$ cat config.mk
export PLATFORM = sky130hd
export DESIGN_NAME = onehot_state_reg
export DESIGN_NICKNAME = d
export VERILOG_FILES = /design/src/rtl/onehot_state_reg_pkg.sv /design/src/rtl/onehot_state_reg_onehot_to_bin.sv /design/src/rtl/onehot_state_reg.sv
export SDC_FILE = /design/constraint.sdc
export NUM_CORES = 1
export LEC_CHECK = 0
export ABC_AREA = 1
export CAP_MARGIN = 25
export CORE_MARGIN = 2
export CORE_UTILIZATION = 40
export CTS_CLUSTER_DIAMETER = 120
export DETAILED_ROUTE_END_ITERATION = 10
export HOLD_SLACK_MARGIN = 0.08
export PLACE_DENSITY = 0.7
export RECOVER_POWER = 50
export SYNTH_ARGS = -nofsm -noshare
export SYNTH_HDL_FRONTEND = slang
export SYNTH_SLANG_ARGS = --single-unit
$ cat constraint.sdc
create_clock -name clk -period 2.37 [get_ports clk]
set_input_delay 0.711 -clock clk [delete_from_list [all_inputs] [get_ports clk]]
set_output_delay 0.711 -clock clk [all_outputs]
set_load 0.005 [all_outputs]
$ cat src/rtl/onehot_state_reg_pkg.sv
`default_nettype none
// ============================================================================
// Module   : onehot_state_reg_pkg
// Purpose  : Shared mARC control constants, state indices and legality helper.
// Revision : 1.0 - initial release
// ============================================================================
package onehot_state_reg_pkg;

    localparam int N_STATES = 13;

    localparam int IF   = 0;
    localparam int ID   = 1;
    localparam int RF   = 2;
    localparam int EX   = 3;
    localparam int MEM  = 4;
    localparam int WB   = 5;
    localparam int BR   = 6;
    localparam int LD   = 7;
    localparam int ST   = 8;
    localparam int MUL  = 9;
    localparam int DIV  = 10;
    localparam int EXC  = 11;
    localparam int HALT = 12;

    // Exactly one bit set; narrower vectors are zero-extended by the caller.
    function automatic logic is_onehot(input logic [63:0] v);
        return (v != 64'd0) && ((v & (v - 64'd1)) == 64'd0);
    endfunction

endpackage
`default_nettype wire

$ cat src/rtl/onehot_state_reg_onehot_to_bin.sv
`default_nettype none
// ============================================================================
// Module   : onehot_to_bin
// Purpose  : One-hot to binary index encoder; lowest set bit wins, 0 if none.
// Revision : 1.0 - initial release
// ============================================================================
module onehot_to_bin #(
    parameter int N_STATES = 13,
    parameter int IDX_W    = 4
) (
    input  logic [N_STATES-1:0] oh,
    output logic [IDX_W-1:0]    idx
);

    // Scan high to low so the lowest set bit is the last one written.
    always_comb begin
        idx = '0;
        for (int i = N_STATES - 1; i >= 0; i--) begin
            if (oh[i]) begin
                idx = IDX_W'(i);
            end
        end
    end

endmodule
`default_nettype wire

$ cat src/rtl/onehot_state_reg.sv
`default_nettype none
// ============================================================================
// Module   : onehot_state_reg
// Purpose  : One-hot state register with trap-on-illegal, history, dwell and
//            error tracking.
// Revision : 1.0 - initial release
// ============================================================================
module onehot_state_reg #(
    parameter int N_STATES    = onehot_state_reg_pkg::N_STATES,
    parameter int RESET_STATE = 0,
    parameter int TRAP_STATE  = 0,
    parameter int DWELL_W     = 8,
    localparam int IDX_W      = ($clog2(N_STATES) < 1) ? 1 : $clog2(N_STATES)
) (
    input  logic                clk,
    input  logic                preset,
    input  logic                en,
    input  logic                clr_err,
    input  logic [N_STATES-1:0] d,
    output logic [N_STATES-1:0] q,
    output logic [N_STATES-1:0] q_prev,
    output logic [IDX_W-1:0]    q_idx,
    output logic                changed,
    output logic [DWELL_W-1:0]  dwell,
    output logic                illegal,
    output logic                err,
    output logic [7:0]          err_cnt
);
    import onehot_state_reg_pkg::*;

    localparam logic [N_STATES-1:0] c_reset_vec = N_STATES'(1) << RESET_STATE;
    localparam logic [N_STATES-1:0] c_trap_vec  = N_STATES'(1) << TRAP_STATE;
    localparam logic [DWELL_W-1:0]  c_dwell_max = {DWELL_W{1'b1}};

    logic [N_STATES-1:0] r_q;
    logic [N_STATES-1:0] r_q_prev;
    logic                r_changed;
    logic [DWELL_W-1:0]  r_dwell;
    logic                r_err;
    logic [7:0]          r_err_cnt;

    logic                w_illegal;
    logic                w_trap;
    logic [N_STATES-1:0] w_q_next;
    logic                w_q_chg;

    assign w_illegal = !is_onehot(64'(d));
    assign w_trap    = en && w_illegal;
    assign w_q_next  = !en ? r_q : (w_illegal ? c_trap_vec : d);
    assign w_q_chg   = (w_q_next != r_q);

    always_ff @(posedge clk or posedge preset) begin
        if (preset) begin
            r_q       <= c_reset_vec;
            r_q_prev  <= c_reset_vec;
            r_changed <= 1'b0;
            r_dwell   <= '0;
            r_err     <= 1'b0;
            r_err_cnt <= 8'd0;
        end else begin
            r_q       <= w_q_next;
            r_changed <= w_q_chg;
            if (w_q_chg) begin
                r_q_prev <= r_q;
                r_dwell  <= '0;
            end else if (r_dwell != c_dwell_max) begin
                r_dwell  <= r_dwell + 1'b1;
            end
            // A fresh illegal transition takes priority over a coincident clear.
            if (w_trap) begin
                r_err <= 1'b1;
                if (clr_err) begin
                    r_err_cnt <= 8'd1;
                end else if (r_err_cnt != 8'hFF) begin
                    r_err_cnt <= r_err_cnt + 8'd1;
                end
            end else if (clr_err) begin
                r_err     <= 1'b0;
                r_err_cnt <= 8'd0;
            end
        end
    end

    onehot_to_bin #(
        .N_STATES (N_STATES),
        .IDX_W    (IDX_W)
    ) u_enc (
        .oh  (r_q),
        .idx (q_idx)
    );

    assign q       = r_q;
    assign q_prev  = r_q_prev;
    assign changed = r_changed;
    assign dwell   = r_dwell;
    assign illegal = w_illegal;
    assign err     = r_err;
    assign err_cnt = r_err_cnt;

endmodule
`default_nettype wire

==> metrics.cfg, run 1 <==
[synth]
yosysTopAreaCell = dfrtp_1
synth-async-reset-ratio_pct = 100
synth_edf_count = 0
syn_inst = 351
synth.cells.most_frequent = nand2_1, dfrtp_1, nor2_1, nand3_1, inv_1
ys_seq_area_share_pct = 43.0
synth-main-ff-cell = dfrtp_1
yosysUniqueCellTypes = 33
yosysMostFrequentCell = nand2_1
syn_nets = 370
synthTopCellsByArea = dfrtp_1, nand2_1, nand3_1
synth-seq-cells = 44
syn_area_per_cell_um2 = 7.31
syn_area_um2 = 2570
ys_warn_count = 0
synth_top_area_share_pct = 41.0

[setup_path]
cp_max_fo = 7
cp.arrival_ns = 2.95
regToRegEndpoint = err_cnt[0]
r2r_cells = 9
crit_required_ns = 2.62
rrSetupSlack_ns = 0.52
r2r_start = err_cnt[0]
start_kind = input pin
cp-end-kind = flip-flop
critical_path_class = in2reg

[global_route]
grt_max_degree = 45
grt_usage_pct = 23.0
grt_util_met1_pct = 28.9
grt_pass1_vias = 2856
top_usage_layer = met2
use_met3_pct = 2.97
grt_pass1_wl_um = 13100
gr-total-overflow = 0
antenna_found_initial = 0
grt_util_met2_pct = 39.6

[sta]
fin_ws_ns = -0.332
min_period_over_period_pct = 114
fin_skew_ns = 0.00802
tightest_slew_ns = 1.10
finalSetupViolCount = 24
relSlewSlack_pct = 26.5
max_freq_mhz = 370
min_period_ns = 2.70
hold_slack_ns = 0.489
maxSlewViolCount = 0
rsz0062_at_grt = yes
final_hold_viol_count = 0

[floorplanning]
start_util_pct = 40.9
ioPinCount = 66
dieArea_um2 = 7070
fp-row-count = 29
coreArea_um2 = 6280
die_y_um = 84.1
die_w_um = 84.1

[finish]
area_growth_syn_to_layout_pct = 70.5
final_util_pct = 69.7
final_nets = 523
diodes = 0
drive_gt1_share_pct = 36.2

[routing]
drtIter0Drc = 105
via_count = 3026
route.detailed.drc = 0
antenna_left = 0
viasPerCell = 5.20
dr.pass1.iters = 4
wire_per_inst_um = 14.5
drt_wl_total_um = 8420

[clocking]
holdBufCountCts = 0
htreeDepth = 2
tritoncts = yes
cts.sinks = 44
clk_pin_slew_ns = 0.08
clockRootBuffer = clkbuf_8
clk_path_buf_depth = 2
clk_latency_ns = 0.30
numCtsBuffers = 5

[pwr]
p_leak_nw = 2.07
vdd_drop_max_uv = 266
power_density_nw_per_um2 = 456

[hold_path]
whs_endpoint = err
hp-start = err
min_path_type = reg2reg
hold_depth = 2

[placement]
dpl_worst_slack_ns = -0.896
dp_hpwl_um = 5370
port_buffers = 65
place_congestion = 0.895

[run_status]
violations = negative setup slack
outcome = finished with violations

[job]
maxCapViolCount = 0

worst max-delay path: stages:
cell	delay, ns
buf_8	0.10
nor2_4	0.19
nand3_2	0.12
nor2_1	0.11
nor2_1	0.06
nor2_1	0.11
nand2_1	0.06
nor2_1	0.10
buf_4	0.12
buf_6	0.11
buf_4	0.13
nand2_2	0.05
nand3_1	0.06
nand2_1	0.05
nor2_1	0.12
nand2_1	0.10
nor2_4	0.14
buf_12	0.13
buf_12	0.11
buf_12	0.13
nand3_2	0.09
nand2_1	0.07
power by group:
part / leakage [nW] / internal [W] / switching, W / total, W
registers: 0.559 / 0.000799 / 0.0000409 / 0.000839
logic: 1.45 / 0.000300 / 0.000278 / 0.000579
clock network: 0.0552 / 0.000313 / 0.000266 / 0.000579
cell type report:
class / count / area [um2]
sequential: 44 / 1110
multi-input combinational: 259 / 1510
tap: 77 / 96.3
inverter: 38 / 143
clock buffer: 6 / 72.6
fill: 498 / 1900
clock inverter: 2 / 35.0
timing repair buffer: 156 / 1420
layout by cell type, fill, tap and decap left out, drive strengths merged, types with 3 or more instances in the layout:
| master | n |
|---|---|
| dlygate4sd3 | 7 |
| nand2 | 91 |
| a21oi | 21 |
| or2 | 3 |
| nor3 | 5 |
| clkbuf | 9 |
| dfrtp | 42 |
| nor2 | 53 |
| clkdlybuf4s50 | 40 |
| o21ai | 15 |
| nand4 | 17 |
| nand3 | 40 |
| buf | 104 |
| inv | 37 |
how the worst max path moves through the flow:
| stage | start | to | slack [ns] | depth (start not counted) |
|---|---|---|---|---|
| final | d[0] | q_prev[0] | -0.33 | 22 |
| after global routing | d[0] | q_prev[11] | -0.49 | 22 |
| after CTS | d[1] | q_prev[2] | -0.26 | 22 |
| after detailed placement | d[1] | illegal | -0.90 | 11 |
| after global placement | d[0] | illegal | -0.85 | 12 |
| after floorplan | d[7] | q_prev[12] | -0.08 | 16 |
logic make-up after synthesis:
group	after synthesis	share of synthesized area, %
AOI/OAI and AO/OA	43	9.02
xor gates and xnor gates	2	0.683
adders and majority gates	2	0.975
buffers and inverters	50	8.87
DFF	44	43.0
muxes	1	0.390
and+or+nand+nor	209	37.1
repair_timing:
item / in CTS / in global routing
cloned: 2 / 1
pin swaps: 46 / 23
endpoints found under the setup margin: 35 / 34
buffers inserted: 15 / 7
gates resized for setup: 114 / 26
state kept, by name (all words and copies together), names as in the netlist:
signal   flops
changed      1
q_prev      13
err          1
dwell        8
err_cnt      8
q           13
metal layers:
metal | share of wire, % | up-vias | wire [um]
met4 | 3.4 | 0 | 290
met5 | 0 | - | 0
li1 | - | 1473 | -
met2 | 53 | 103 | 4430
met3 | 4.7 | 22 | 392
met1 | 39 | 1428 | 3300
per-stage QoR:
step | power, W | instances | instance area (um2) | setup TNS, ns
after floorplan | 0.00103 | 351 | 2590 | -0.835
after global placement | 0.00127 | 550 | 3820 | -24.33
after detailed placement | 0.00128 | 550 | 3820 | -27.08
after CTS | 0.00197 | 575 | 4270 | -5.13
after global routing | 0.00208 | 582 | 4380 | -9.85
final | 0.00200 | 582 | 4380 | -6.06
Note: power is estimated with default switching activity, not from simulation.
==> inputs of run 2 (changes only) <==
- ABC_CLOCK_PERIOD_IN_PS: unset -> 2370
- CAP_MARGIN: 25 -> unset
==> results of run 2 <==
Same layout as run 1: the final DEF is identical, and so are final timing and power.
==> inputs of run 3 (changes only) <==
- GPL_ROUTABILITY_DRIVEN: unset -> 0
- TNS_END_PERCENT: unset -> 10
==> metrics.cfg, run 3 (synthesis results as in run 1) <==
[floorplanning]
die_y_um = 84.1  ; unchanged
coreArea_um2 = 6280  ; unchanged
ioPinCount = 66  ; unchanged
dieArea_um2 = 7070  ; unchanged
fp-row-count = 29  ; unchanged
start_util_pct = 40.9  ; unchanged
die_w_um = 84.1  ; unchanged

[setup_path]
critical_path_class = in2reg
max_stage_delay_ns = 0.18  ; about the same
crit_required_ns = 2.55  ; -0.07 ns
regToRegEndpoint = dwell[5]
start_kind = input pin
worst_path_most_repeated_cell = nor2_4
crit_start = d[0]
cp_max_fo = 6  ; -1
cp-end-kind = flip-flop
worst_path_max_delay_cell = nor2_4
r2r_cells = 9  ; unchanged
r2r_start = dwell[1]
rrSetupSlack_ns = 0.51  ; about the same
path_cells = buf_8 > nor2_4 > nand2_4 > nor2_4 > nand2_2 > a21oi_2 > nand2_1 > nor2_4 > buf_6 > buf_12 > nand2_2 > nand3_2 > inv_2 > nor2_1 > nand2_2 > nor2_4 > buf_6 > nand2_4 > nand2_1 > nand2_1
cp.arrival_ns = 2.90  ; -0.05 ns
endpoint = q_prev[10]

[sta]
max_freq_mhz = 367  ; -0.74%
tightest_slew_ns = 1.09  ; -0.0118 ns
finalSetupViolCount = 25  ; +4.2%
rsz0062_at_grt = yes
min_period_ns = 2.72  ; +0.0202 ns
hold_slack_ns = 0.509  ; +0.0198 ns
fin_ws_ns = -0.353  ; -0.0202 ns
min_period_over_period_pct = 115  ; +0.85 points
final_hold_viol_count = 0  ; unchanged
fin_skew_ns = 0.00665  ; -0.00137 ns
maxSlewViolCount = 0  ; unchanged
relSlewSlack_pct = 27.3  ; +0.79 points

[routing]
route.detailed.drc = 0  ; unchanged
drtIter0Drc = 203  ; +93%
dr.pass1.iters = 5  ; +1
dr.max_layer_used = met4
antenna_left = 0  ; unchanged
wire_per_inst_um = 15.7  ; +8.7%
wl_met1_um = 3620  ; +9.6%
drt_wl_total_um = 8960  ; +6.4%
met2_length_um = 4610  ; +4.0%
met3_length_um = 488  ; +24%
via_count = 3037  ; +0.36%
viasPerCell = 5.33  ; +2.5%

[run_status]
violations = negative setup slack
outcome = finished with violations

[finish]
final_util_pct = 70.4  ; +0.72 points
final_common_cell = buf_4
final_nets = 512  ; -2.1%
drive_gt1_share_pct = 39.4  ; +3.1 points
diodes = 0  ; unchanged
final_cell_mix = buf_4, nand2_1, dfrtp_1, clkdlybuf4s50_1, inv_1
final_cell_area_um2 = 4420  ; +1.0%
area_growth_syn_to_layout_pct = 72.3

[clocking]
tritoncts = yes
clk_path_buf_depth = 2  ; unchanged
cts.sinks = 44  ; unchanged
numCtsBuffers = 5  ; unchanged
clockRootBuffer = clkbuf_8
clk_latency_ns = 0.29  ; about the same
clk_pin_slew_ns = 0.08  ; about the same
htreeDepth = 2  ; unchanged

[placement]
port_buffers = 65  ; unchanged
dpl_worst_slack_ns = -1.04  ; -0.144 ns
placed_cell_area_um2 = 3750  ; -1.8%
dp_hpwl_um = 5330  ; -0.87%

[job]
maxCapViolCount = 0  ; unchanged

[global_route]
grt_pass1_wl_um = 13500  ; +2.6%
gr-total-overflow = 0  ; unchanged
antenna_found_initial = 0  ; unchanged
grt_usage_pct = 23.6  ; +0.60 points
grt_max_degree = 45  ; unchanged
grt_pass1_vias = 2856  ; unchanged

[pwr]
p_leak_nw = 2.11  ; +2.1%
vdd_drop_max_uv = 449  ; +69%
power_density_nw_per_um2 = 464  ; +1.8%

[hold_path]
min_path_type = reg2reg

## run 3: changes by cell type in the layout (fill, tap and decap cells not counted), sizes merged
cell / before / now
clkbuf: 9 / 7
dlymetal6s2s: 0 / 1
buf: 104 / 90
bufinv: 1 / 2
dlygate4sd2: 1 / 2
clkinv: 2 / 1
clkdlybuf4s15: 1 / 2
dlygate4sd3: 7 / 8
## run 3: area by class of cell
type | instances | area [um2]
well taps | 77 | 96.3
clock buffers | 5 | 68.8
inverters | 38 | 145
clock inverters | 2 | 60.1
repair buffers | 145 | 1320
multi-input cells | 259 | 1620
fillers | 458 | 1860
flip-flops and latches | 44 | 1110
## run 3: worst min path at each step
stage | startpoint | end | slack [ns] | cells after the start
global route | q_prev[0] | q_prev[0] | 0.52 | 2
CTS | q_prev[0] | q_prev[0] | 0.49 | 2
finish | q_prev[0] | q_prev[0] | 0.51 | 2
floorplan | q_prev[0] | q_prev[0] | 0.47 | 2
global placement | q_prev[0] | q_prev[0] | 0.48 | 2
detailed placement | q_prev[0] | q_prev[0] | 0.48 | 2
## run 3: stage by stage
stage                     TNS (ns)  total power, W  std cells
after CTS                    -3.57         0.00202        567
after global placement      -33.77         0.00127        544
final                        -6.64         0.00205        570
after detailed placement    -34.68         0.00127        544
after floorplan             -0.835         0.00103        351
after global routing        -10.10         0.00215        570
## run 3: report_power, final
part	internal (W)	switching (W)	leakage, nW
Sequential	0.000798	0.0000432	0.560
Clock	0.000415	0.000248	0.0642
Combinational	0.000268	0.000281	1.48
## run 3: timing repair
action / CTS / global route
hold buffers: 0 / 0
pin swaps: 34 / 43
buffers inserted: 10 / 4
hold endpoints to repair: 0 / 0
endpoints found under the setup margin: 45 / 32
gates resized for setup: 115 / 56
gates cloned: 6 / 0
## run 3: worst max-delay path, delay by kind of cell
family | cells | cell delay (ns)
AND/OR/NAND/NOR | 14 | 1.48
AO/OA/AOI/OAI | 1 | 0.13
buffers and inverters | 5 | 0.58
## run 3: metal layers
layer  track usage, %  vias to the layer above
li1                 -                     1451
met1             30.1                     1444
met2             40.3                      120
met3             3.26                       22
met4             8.94                        0
met5                0                        -
